<file path="src/rtl/fp_multicycle_controller.sv">
// Multicycle Moore main controller for the RV32IF core, with a bounded handshake to a multi-cycle FPU.
// The FP path (flw/fsw/fcomp decode, FPU states, wait counter, timeout flag) is compiled in only when FP_EXT_EN is defined.
module fp_multicycle_controller #(
    parameter int FPU_TIMEOUT = 32,
    parameter int CNT_W       = 8
) (
    input  logic       CLK,
    input  logic       RST,
    input  logic [6:0] OP,
    input  logic [4:0] funct5,
    input  logic       fpu_done,
    output logic       PCWrite,
    output logic       AdrSrc,
    output logic       IRWrite,
    output logic       MemWrite,
    output logic [1:0] ALUSrcA,
    output logic [1:0] ALUSrcB,
    output logic [1:0] ALU_OP,
    output logic [1:0] IMMSRC,
    output logic [2:0] ResultSrc,
    output logic       REGWRITE,
    output logic       REGWRITE_F,
    output logic       Branch,
    output logic       DATA_MEM_SRC,
    output logic       FPU_OP,
    output logic       fsrc,
    output logic       fpu_start,
    output logic       illegal,
    output logic       fpu_timeout,
    output logic [3:0] state
);

    typedef enum logic [3:0] {
        FETCH    = 4'd0,
        DECODE   = 4'd1,
        MEMADR   = 4'd2,
        MEMREAD  = 4'd3,
        MEMWB    = 4'd4,
        MEMWRITE = 4'd5,
        EXECR    = 4'd6,
        EXECI    = 4'd7,
        ALUWB    = 4'd8,
        BEQ      = 4'd9,
        JAL      = 4'd10,
        FPEXEC   = 4'd11,
        FPWAIT   = 4'd12,
        FPWB     = 4'd13,
        FMOVWB   = 4'd14,
        TRAP     = 4'd15
    } state_t;

    localparam logic [6:0] OP_LW  = 7'b0000011;
    localparam logic [6:0] OP_SW  = 7'b0100011;
    localparam logic [6:0] OP_R   = 7'b0110011;
    localparam logic [6:0] OP_I   = 7'b0010011;
    localparam logic [6:0] OP_BEQ = 7'b1100011;
    localparam logic [6:0] OP_JAL = 7'b1101111;

    state_t state_r, state_s;
    logic   illegal_r, illegal_s;

    // State register and sticky illegal-opcode flag
    always_ff @(posedge CLK) begin
        if (RST) begin
            state_r   <= FETCH;
            illegal_r <= 1'b0;
        end else begin
            state_r   <= state_s;
            illegal_r <= illegal_s;
        end
    end

`ifdef FP_EXT_EN
    localparam logic [6:0] OP_FLW   = 7'b0000111;
    localparam logic [6:0] OP_FSW   = 7'b0100111;
    localparam logic [6:0] OP_FP    = 7'b1010011;
    localparam logic [4:0] F5_FMVXW = 5'b11100;
    localparam logic [4:0] F5_FMVWX = 5'b11110;
    localparam logic [4:0] F5_FCVTW = 5'b11000;
    localparam logic [4:0] F5_FCMP  = 5'b10100;
    localparam logic [4:0] F5_FCVTS = 5'b11010;

    logic [CNT_W-1:0] cnt_r, cnt_s, cnt_inc_s;
    logic             timeout_r, timeout_s;

    assign cnt_inc_s = cnt_r + CNT_W'(1);

    // FPU wait counter and sticky timeout flag
    always_ff @(posedge CLK) begin
        if (RST) begin
            cnt_r     <= {CNT_W{1'b0}};
            timeout_r <= 1'b0;
        end else begin
            cnt_r     <= cnt_s;
            timeout_r <= timeout_s;
        end
    end

    assign fpu_timeout = timeout_r;
    assign fsrc        = (funct5 == F5_FCVTS);
`else
    logic unused_s;
    assign unused_s    = ^{fpu_done, funct5, CNT_W'(FPU_TIMEOUT)};
    assign fpu_timeout = 1'b0;
    assign fsrc        = 1'b0;
`endif

    assign illegal = illegal_r;
    assign state   = state_r;

    // Next-state logic; a timeout hit only matters when fpu_done is low in FPWAIT
    always_comb begin
        state_s   = state_r;
        illegal_s = illegal_r;
`ifdef FP_EXT_EN
        cnt_s     = cnt_r;
        timeout_s = timeout_r;
`endif
        case (state_r)
            FETCH:   state_s = DECODE;
            DECODE: begin
                case (OP)
                    OP_LW, OP_SW: state_s = MEMADR;
                    OP_R:         state_s = EXECR;
                    OP_I:         state_s = EXECI;
                    OP_BEQ:       state_s = BEQ;
                    OP_JAL:       state_s = JAL;
`ifdef FP_EXT_EN
                    OP_FLW, OP_FSW: state_s = MEMADR;
                    OP_FP: begin
                        if (funct5 == F5_FMVXW || funct5 == F5_FMVWX) begin
                            state_s = FMOVWB;
                        end else begin
                            state_s = FPEXEC;
                        end
                    end
`endif
                    default: begin
                        state_s   = TRAP;
                        illegal_s = 1'b1;
                    end
                endcase
            end
            MEMADR: begin
                if (OP[5]) begin
                    state_s = MEMWRITE;
                end else begin
                    state_s = MEMREAD;
                end
            end
            MEMREAD:                        state_s = MEMWB;
            EXECR, EXECI:                   state_s = ALUWB;
            MEMWB, MEMWRITE, ALUWB, BEQ, JAL: state_s = FETCH;
`ifdef FP_EXT_EN
            FPEXEC: begin
                state_s = FPWAIT;
                cnt_s   = {CNT_W{1'b0}};
            end
            FPWAIT: begin
                if (fpu_done) begin
                    state_s = FPWB;
                end else begin
                    cnt_s = cnt_inc_s;
                    if (cnt_inc_s == CNT_W'(FPU_TIMEOUT)) begin
                        state_s   = TRAP;
                        timeout_s = 1'b1;
                    end else begin
                        state_s = FPWAIT;
                    end
                end
            end
            FPWB, FMOVWB: state_s = FETCH;
`endif
            TRAP:    state_s = TRAP;
            default: begin
                state_s   = TRAP;
                illegal_s = 1'b1;
            end
        endcase
    end

    // Moore output decode of the state register
    always_comb begin
        PCWrite      = 1'b0;
        AdrSrc       = 1'b0;
        IRWrite      = 1'b0;
        MemWrite     = 1'b0;
        ALUSrcA      = 2'b00;
        ALUSrcB      = 2'b00;
        ALU_OP       = 2'b00;
        IMMSRC       = 2'b00;
        ResultSrc    = 3'b000;
        REGWRITE     = 1'b0;
        REGWRITE_F   = 1'b0;
        Branch       = 1'b0;
        DATA_MEM_SRC = 1'b0;
        FPU_OP       = 1'b0;
        fpu_start    = 1'b0;
        case (state_r)
            FETCH: begin
                IRWrite = 1'b1;
                PCWrite = 1'b1;
                ALUSrcB = 2'b10;
            end
            MEMADR: begin
                ALUSrcA = 2'b10;
                ALUSrcB = 2'b01;
                IMMSRC  = OP[5] ? 2'b01 : 2'b00;
            end
            MEMREAD: AdrSrc = 1'b1;
            MEMWB: begin
                ResultSrc = 3'b001;
                REGWRITE  = (OP == OP_LW);
`ifdef FP_EXT_EN
                REGWRITE_F = (OP == OP_FLW);
`endif
            end
            MEMWRITE: begin
                AdrSrc       = 1'b1;
                MemWrite     = 1'b1;
                DATA_MEM_SRC = (OP == OP_SW);
            end
            EXECR: begin
                ALUSrcA = 2'b10;
                ALU_OP  = 2'b10;
            end
            EXECI: begin
                ALUSrcA = 2'b10;
                ALUSrcB = 2'b01;
                ALU_OP  = 2'b10;
            end
            ALUWB: REGWRITE = 1'b1;
            BEQ: begin
                ALUSrcA = 2'b10;
                ALU_OP  = 2'b01;
                IMMSRC  = 2'b10;
                Branch  = 1'b1;
            end
            JAL: begin
                ALUSrcA   = 2'b01;
                ALUSrcB   = 2'b10;
                IMMSRC    = 2'b11;
                PCWrite   = 1'b1;
                REGWRITE  = 1'b1;
                ResultSrc = 3'b010;
            end
`ifdef FP_EXT_EN
            FPEXEC: fpu_start = 1'b1;
            FPWB: begin
                ResultSrc = 3'b011;
                FPU_OP    = 1'b1;
                if (funct5 == F5_FCVTW || funct5 == F5_FCMP) begin
                    REGWRITE = 1'b1;
                end else begin
                    REGWRITE_F = 1'b1;
                end
            end
            FMOVWB: begin
                if (funct5 == F5_FMVXW) begin
                    REGWRITE  = 1'b1;
                    ResultSrc = 3'b101;
                end else begin
                    REGWRITE_F = 1'b1;
                    ResultSrc  = 3'b100;
                end
            end
`endif
            default: ;
        endcase
    end

endmodule

</file>
<file path="config.mk">
export PLATFORM = sky130hd
export DESIGN_NAME = fp_multicycle_controller
export DESIGN_NICKNAME = d
export VERILOG_FILES = /design/src/rtl/fp_multicycle_controller.sv
export SDC_FILE = /design/constraint.sdc
export NUM_CORES = 1
export LEC_CHECK = 0
export CAP_MARGIN = 20
export CORE_UTILIZATION = 36
export DETAILED_ROUTE_END_ITERATION = 6
export PLACE_DENSITY = 0.84
export RECOVER_POWER = 50
export SLEW_MARGIN = 15
export SYNTH_ARGS = -nofsm -noshare
export SYNTH_HDL_FRONTEND = slang
export SYNTH_SLANG_ARGS = --single-unit
</file>
<file path="constraint.sdc">
create_clock -name CLK -period 2.8 [get_ports CLK]
set_input_delay 0.28 -clock CLK [delete_from_list [all_inputs] [get_ports CLK]]
set_output_delay 0.28 -clock CLK [all_outputs]
set_load 0.005 [all_outputs]
</file>
# After elaboration in Yosys (flattened, before gate mapping)
# Cells that the tools add are included.
[totals]
register_bits = 5
latch_bits = 0
ram_bits = 0
mem_bits_ro = 0
inputBits = 15
out_inout_bits = 28
word_cells = 51
mem_count = 0
[classes]
addsub = 0
n_mul = 0
n_div = 0
magnitude_cmp = 0
eq_ne = 18
shift = 0
n_mux = 18
n_bitwise = 1
n_reduce_logical = 12
[ops]
columns = ["op", "n"]
rows = [
  ["$pmux W4 S6", 1],
  ["$pmux W4 S5", 1],
  ["$eq A4 B3 Y1 const B", 4],
  ["$eq A4 B4 Y1 const B", 4],
  ["$pmux W2 S2", 4],
  ["$eq A7 B6 Y1 const B", 2],
  ["$eq A7 B7 Y1 const B", 2],
  ["$reduce_or A2 Y1", 6],
  ["$reduce_or A11 Y1", 1],
  ["$eq A4 B2 Y1 const B", 2],
  ["$mux W1", 8],
  ["$eq A7 B2 Y1 const B", 1],
  ["$eq A7 B5 Y1 const B", 1],
  ["$pmux W2 S3", 1],
  ["$reduce_or A6 Y1", 1],
  ["$reduce_or A5 Y1", 1],
  ["$eq A4 B1 Y1 const B", 1],
  ["$logic_not A4 Y1", 1],
  ["$pmux W1 S2", 2],
  ["$reduce_or A4 Y1", 1],
  ["$mux W3", 1],
  ["$ne A2 B2 Y1 const B", 1],
  ["$reduce_and A2 Y1", 1],
  ["$not A1 Y1", 1],
]

# Longest topological paths before layout
[logic_depth]
ltp_word = 4
mapped_depth = 5
mapped_depth_nobuf = 4

# Least setup slack after synthesis
# OpenSTA, ideal clock, no wires.
[synth_timing]
path_type = "reg2out"
startpoint = "register state_r[1], in the netlist state[1]"
endpoint = "output port ALUSrcB[1]"
arrival_ps = 1099
required_time_ps = 2520
path_slack_ps = 1421
stages_incl_launch_ff = 5
n_path_buf = 1
path_cell_list = "dfxtp_1 buf_4 inv_1 or3_1 nand2b_1"
[synth_via]
elab_chain_len = 3
word_cells_on_any_way = 7
cone_classes = "eq/ne (3); mux (1); reduce/logical (3)"
[synth_lines]
columns = ["item", "line_no", "rtl"]
rows = [
  ["start, declared", "59", "state_t state_r, state_s;"],
  ["start signal, assigned", "68", "state_r <= state_s;"],
  ["$eq A4 B4 Y1 (tied with other cells)", "199", "case (state_r)"],
  ["$reduce_or A2 Y1 (no line)", "n/a", ""],
  ["$pmux W2 S2 *", "199", ""],
  ["end, declared", "17", "output logic [1:0] ALUSrcB,"],
]
# Every way passes the cells marked *; elsewhere a longest branch is shown, timed or not.

# Final worst setup path
[layout_timing]
startpoint = "input port OP[2]"
endpoint = "output port REGWRITE"
[layout_via]
elab_chain_len = 2
[layout_lines]
columns = ["item", "line_no", "rtl"]
rows = [
  ["start, declared", "9", "input logic [6:0] OP,"],
  ["$eq A7 B2 Y1", "213", "REGWRITE = (OP == OP_LW);"],
  ["$pmux W1 S2", "199", ""],
  ["end, declared", "21", "output logic REGWRITE,"],
]
# No other way between the ends.

==> metrics.log <==
[metrics] height of the die: 42.6 um
[metrics] estimated wirelength of the detail-placed design: 1100 um
[metrics] most common cell in the synthesized netlist: inv_1
[metrics] list of most frequent post-synthesis cells: inv_1, buf_4, nor2_1, nand2_1, dfxtp_1
[metrics] TritonCTS clock tree: built
[metrics] global route overflow: 0
[metrics] routability-driven placement congestion ratio: 0.775
[metrics] root buffer cell: clkbuf_4
[metrics] setup repair bufs after CTS: 0
[metrics] combined area of the multi-input logic cells: 379 um^2
[metrics] worst clock skew on the final layout: 0.00458 ns
[metrics] status: completed
[metrics] actual transition at the worst max-transition pin: 0.593 ns
[metrics] placeable core area: 1520 um^2
[metrics] static power due to leakage: 0.379 nW
[metrics] Fin Setup TNS: 0 ns
[metrics] GRT Util Overall: 17.2%
[metrics] pre-CTS setup slack: 0.477 ns
[metrics] fin. max-slew vios: 0
[metrics] mean routed wirelength per cell: 11.1 um
[metrics] CTS resizes: 0
[metrics] level count of the clock H-tree: 1
[metrics] critical path data required time: 2.52 ns
[metrics] max-capacitance violation count: 0
[metrics] area growth from synthesis to final layout: 44.9%
[metrics] final critical-path setup slack: 0.477 ns
[metrics] Warnings, synthesis: 0
[metrics] number of nets in the layout: 126
[metrics] proportion of synthesized chip area in sequential cells: 16.9%
[metrics] remaining max-slew budget at the tightest pin: 60.2%
[metrics] Post-Syn Area per Cell: 7.32 um^2
[metrics] worst setup path class: in -> out
[metrics] post-layout instance area: 860 um^2
[metrics] Yosys reg bits: 5
[metrics] number of enable-type register cells in the synthesized netlist: 0
[metrics] vias per std cell: 5.06
[metrics] register area: 100 um^2
[metrics] Initial DRT Pass Iterations: 2
[metrics] timing-limited maximum frequency: 430 MHz
[metrics] aggregate routed wire length: 1400 um
[metrics] critical path launch point type: input port
[metrics] number of standard cells after synthesis: 81
[metrics] Core Rows: 14
[metrics] count of inserted antenna diode cells: 0
[metrics] Core Util, Final: 56.4%
[metrics] clock-pin transition on the worst setup and hold timing paths: 0.05 ns
[metrics] Max rail drop VDD: 0.512 mV
[metrics] critical path capture point type: output pin
[metrics] effective utilization at floorplan: 38.9%
[metrics] worst-skew pair later-pin latency: 0.24 ns
[metrics] Die Span X: 42.6 um
[metrics] power per cell area: 921 nW/um^2
[metrics] largest cells by area after synthesis: dfxtp_1, buf_4, inv_1, nor3_4, nor2_1
[metrics] fraction of layout instances using a drive strength above 1: 9.09%
[metrics] I/O pin cnt: 43
[metrics] fill count: 146
[metrics] worst hold-check slack: 0.504 ns
[metrics] Clock Path Buffers: 2
[metrics] type of the most critical hold path: reg -> reg
[metrics] first-pass GRT wire length: 2480 um
[metrics] worst path arrival time: 2.04 ns
[metrics] number of global-route vias before repair: 565
[metrics] via count: 637
[metrics] endpoints failing setup: 0
[metrics] number of I/O port buffers: 30
[metrics] DRC Markers: 0
[metrics] cell area after technology mapping: 593 um^2
[metrics] number of hold-repair buffers added at the cts stage: 0
[metrics] Starting DRT DRC Count: 3
[metrics] Die Footprint: 1810 um^2
[metrics] placed inst area: 850 um^2
[metrics] shortest period the worst path allows: 2.32 ns
[metrics] main flop type after synthesis: dfxtp_1
[metrics] number of hold violations in the final report: 0
[metrics] crit-path max FO: 4
[metrics] clock buffer count from CTS: 3
[metrics] proportion of netlist area held by the largest area contributor: 16.9%
[metrics] clock sinks: 5
[metrics] maximum number of pins on one net before global-route repair: 14
[metrics] async set or reset register ratio after synthesis: 0%
[metrics] post-route antenna net violation count: 0
[metrics] setup repair after global routing missed its margin: false
[metrics] Synth area leader: dfxtp_1
[metrics] number of antenna violations at the first check in global routing: 0
[metrics] final critical-path share of the clock period: 83.0%
[metrics] count of unique library cells instantiated by Yosys: 32
[cell families after synthesis]
family	Yosys count	share of synthesized area [%]
xor+xnor	2	2.95
buf+inv	19	19.6
flops	5	16.9
compound gates	15	18.8
other cells	1	0.632
simple gates	39	41.1
[metal layers]
metal  track usage [%]  share of wire [%]  up-vias
met4              7.50                1.1        0
met5                 0                  0        -
met3              2.16                6.8        2
met2              28.0                 46       27
li1                  -                  -      329
met1              22.6                 46      279
[final timing paths]
path	start	cells after the start	slack, ns	to
worst min-delay path	illegal	2	0.50	illegal
worst max register to register	state[0]	4	1.04	illegal
worst min register to register	illegal	2	0.50	illegal
worst max-delay path	OP[2]	5	0.48	REGWRITE
[state kept, by name (all words and copies together) (netlist names)]
| register | flops |
|---|---|
| state | 4 |
| illegal | 1 |
[critical path, cell delays in order]
cell and delay (ns):
clkdlybuf4s50_1 0.45, nor2_1 0.20, nand4_1 0.21, o32ai_1 0.34, clkdlybuf4s50_1 0.56
[metrics by stage]
step / std cells / power (mW)
after global placement: 122 / 0.736
after detailed placement: 122 / 0.752
final: 126 / 0.791
after global routing: 126 / 0.869
after CTS: 126 / 0.843
after floorplan: 86 / 0.509
[where the power goes]
group	total (mW)	switching (mW)	internal [mW]
clock network	0.0835	0.0297	0.0539
logic	0.506	0.193	0.313
registers	0.202	0.0958	0.106
[layout by cell type (no fill, tap or decap)]
cell,n
nor3_4,1
nor3_1,4
and2b_1,1
a21boi_2,1
o2111ai_1,1
clkbuf_4,3
o221ai_1,1
nor2b_1,1
nand2b_2,1
and3b_2,1
nor2_1,8
o32ai_1,2
o211ai_1,1
dlygate4sd3_1,8
a21oi_1,4
a31oi_1,1
a311oi_1,1
nand4_1,2
and3b_1,1
nand2b_1,4
xnor2_1,2
o21ai_0,1
clkbuf_1,1
or3_1,2
nand3_1,2
and3_2,1
dfxtp_1,5
conb_1,6
inv_1,9
clkdlybuf4s50_1,22
nand2_1,7
nor4_1,1
nand2b_4,1
a221oi_1,2
or2_2,1
[cell type report]
type | count | area share (%)
inverter | 9 | 3.93
sequential | 5 | 11.6
multi-input combinational | 62 | 44.1
timing repair buffer | 30 | 34.9
tap | 16 | 2.33
clock buffer | 4 | 3.06
Power figures use the tool's default switching activity.
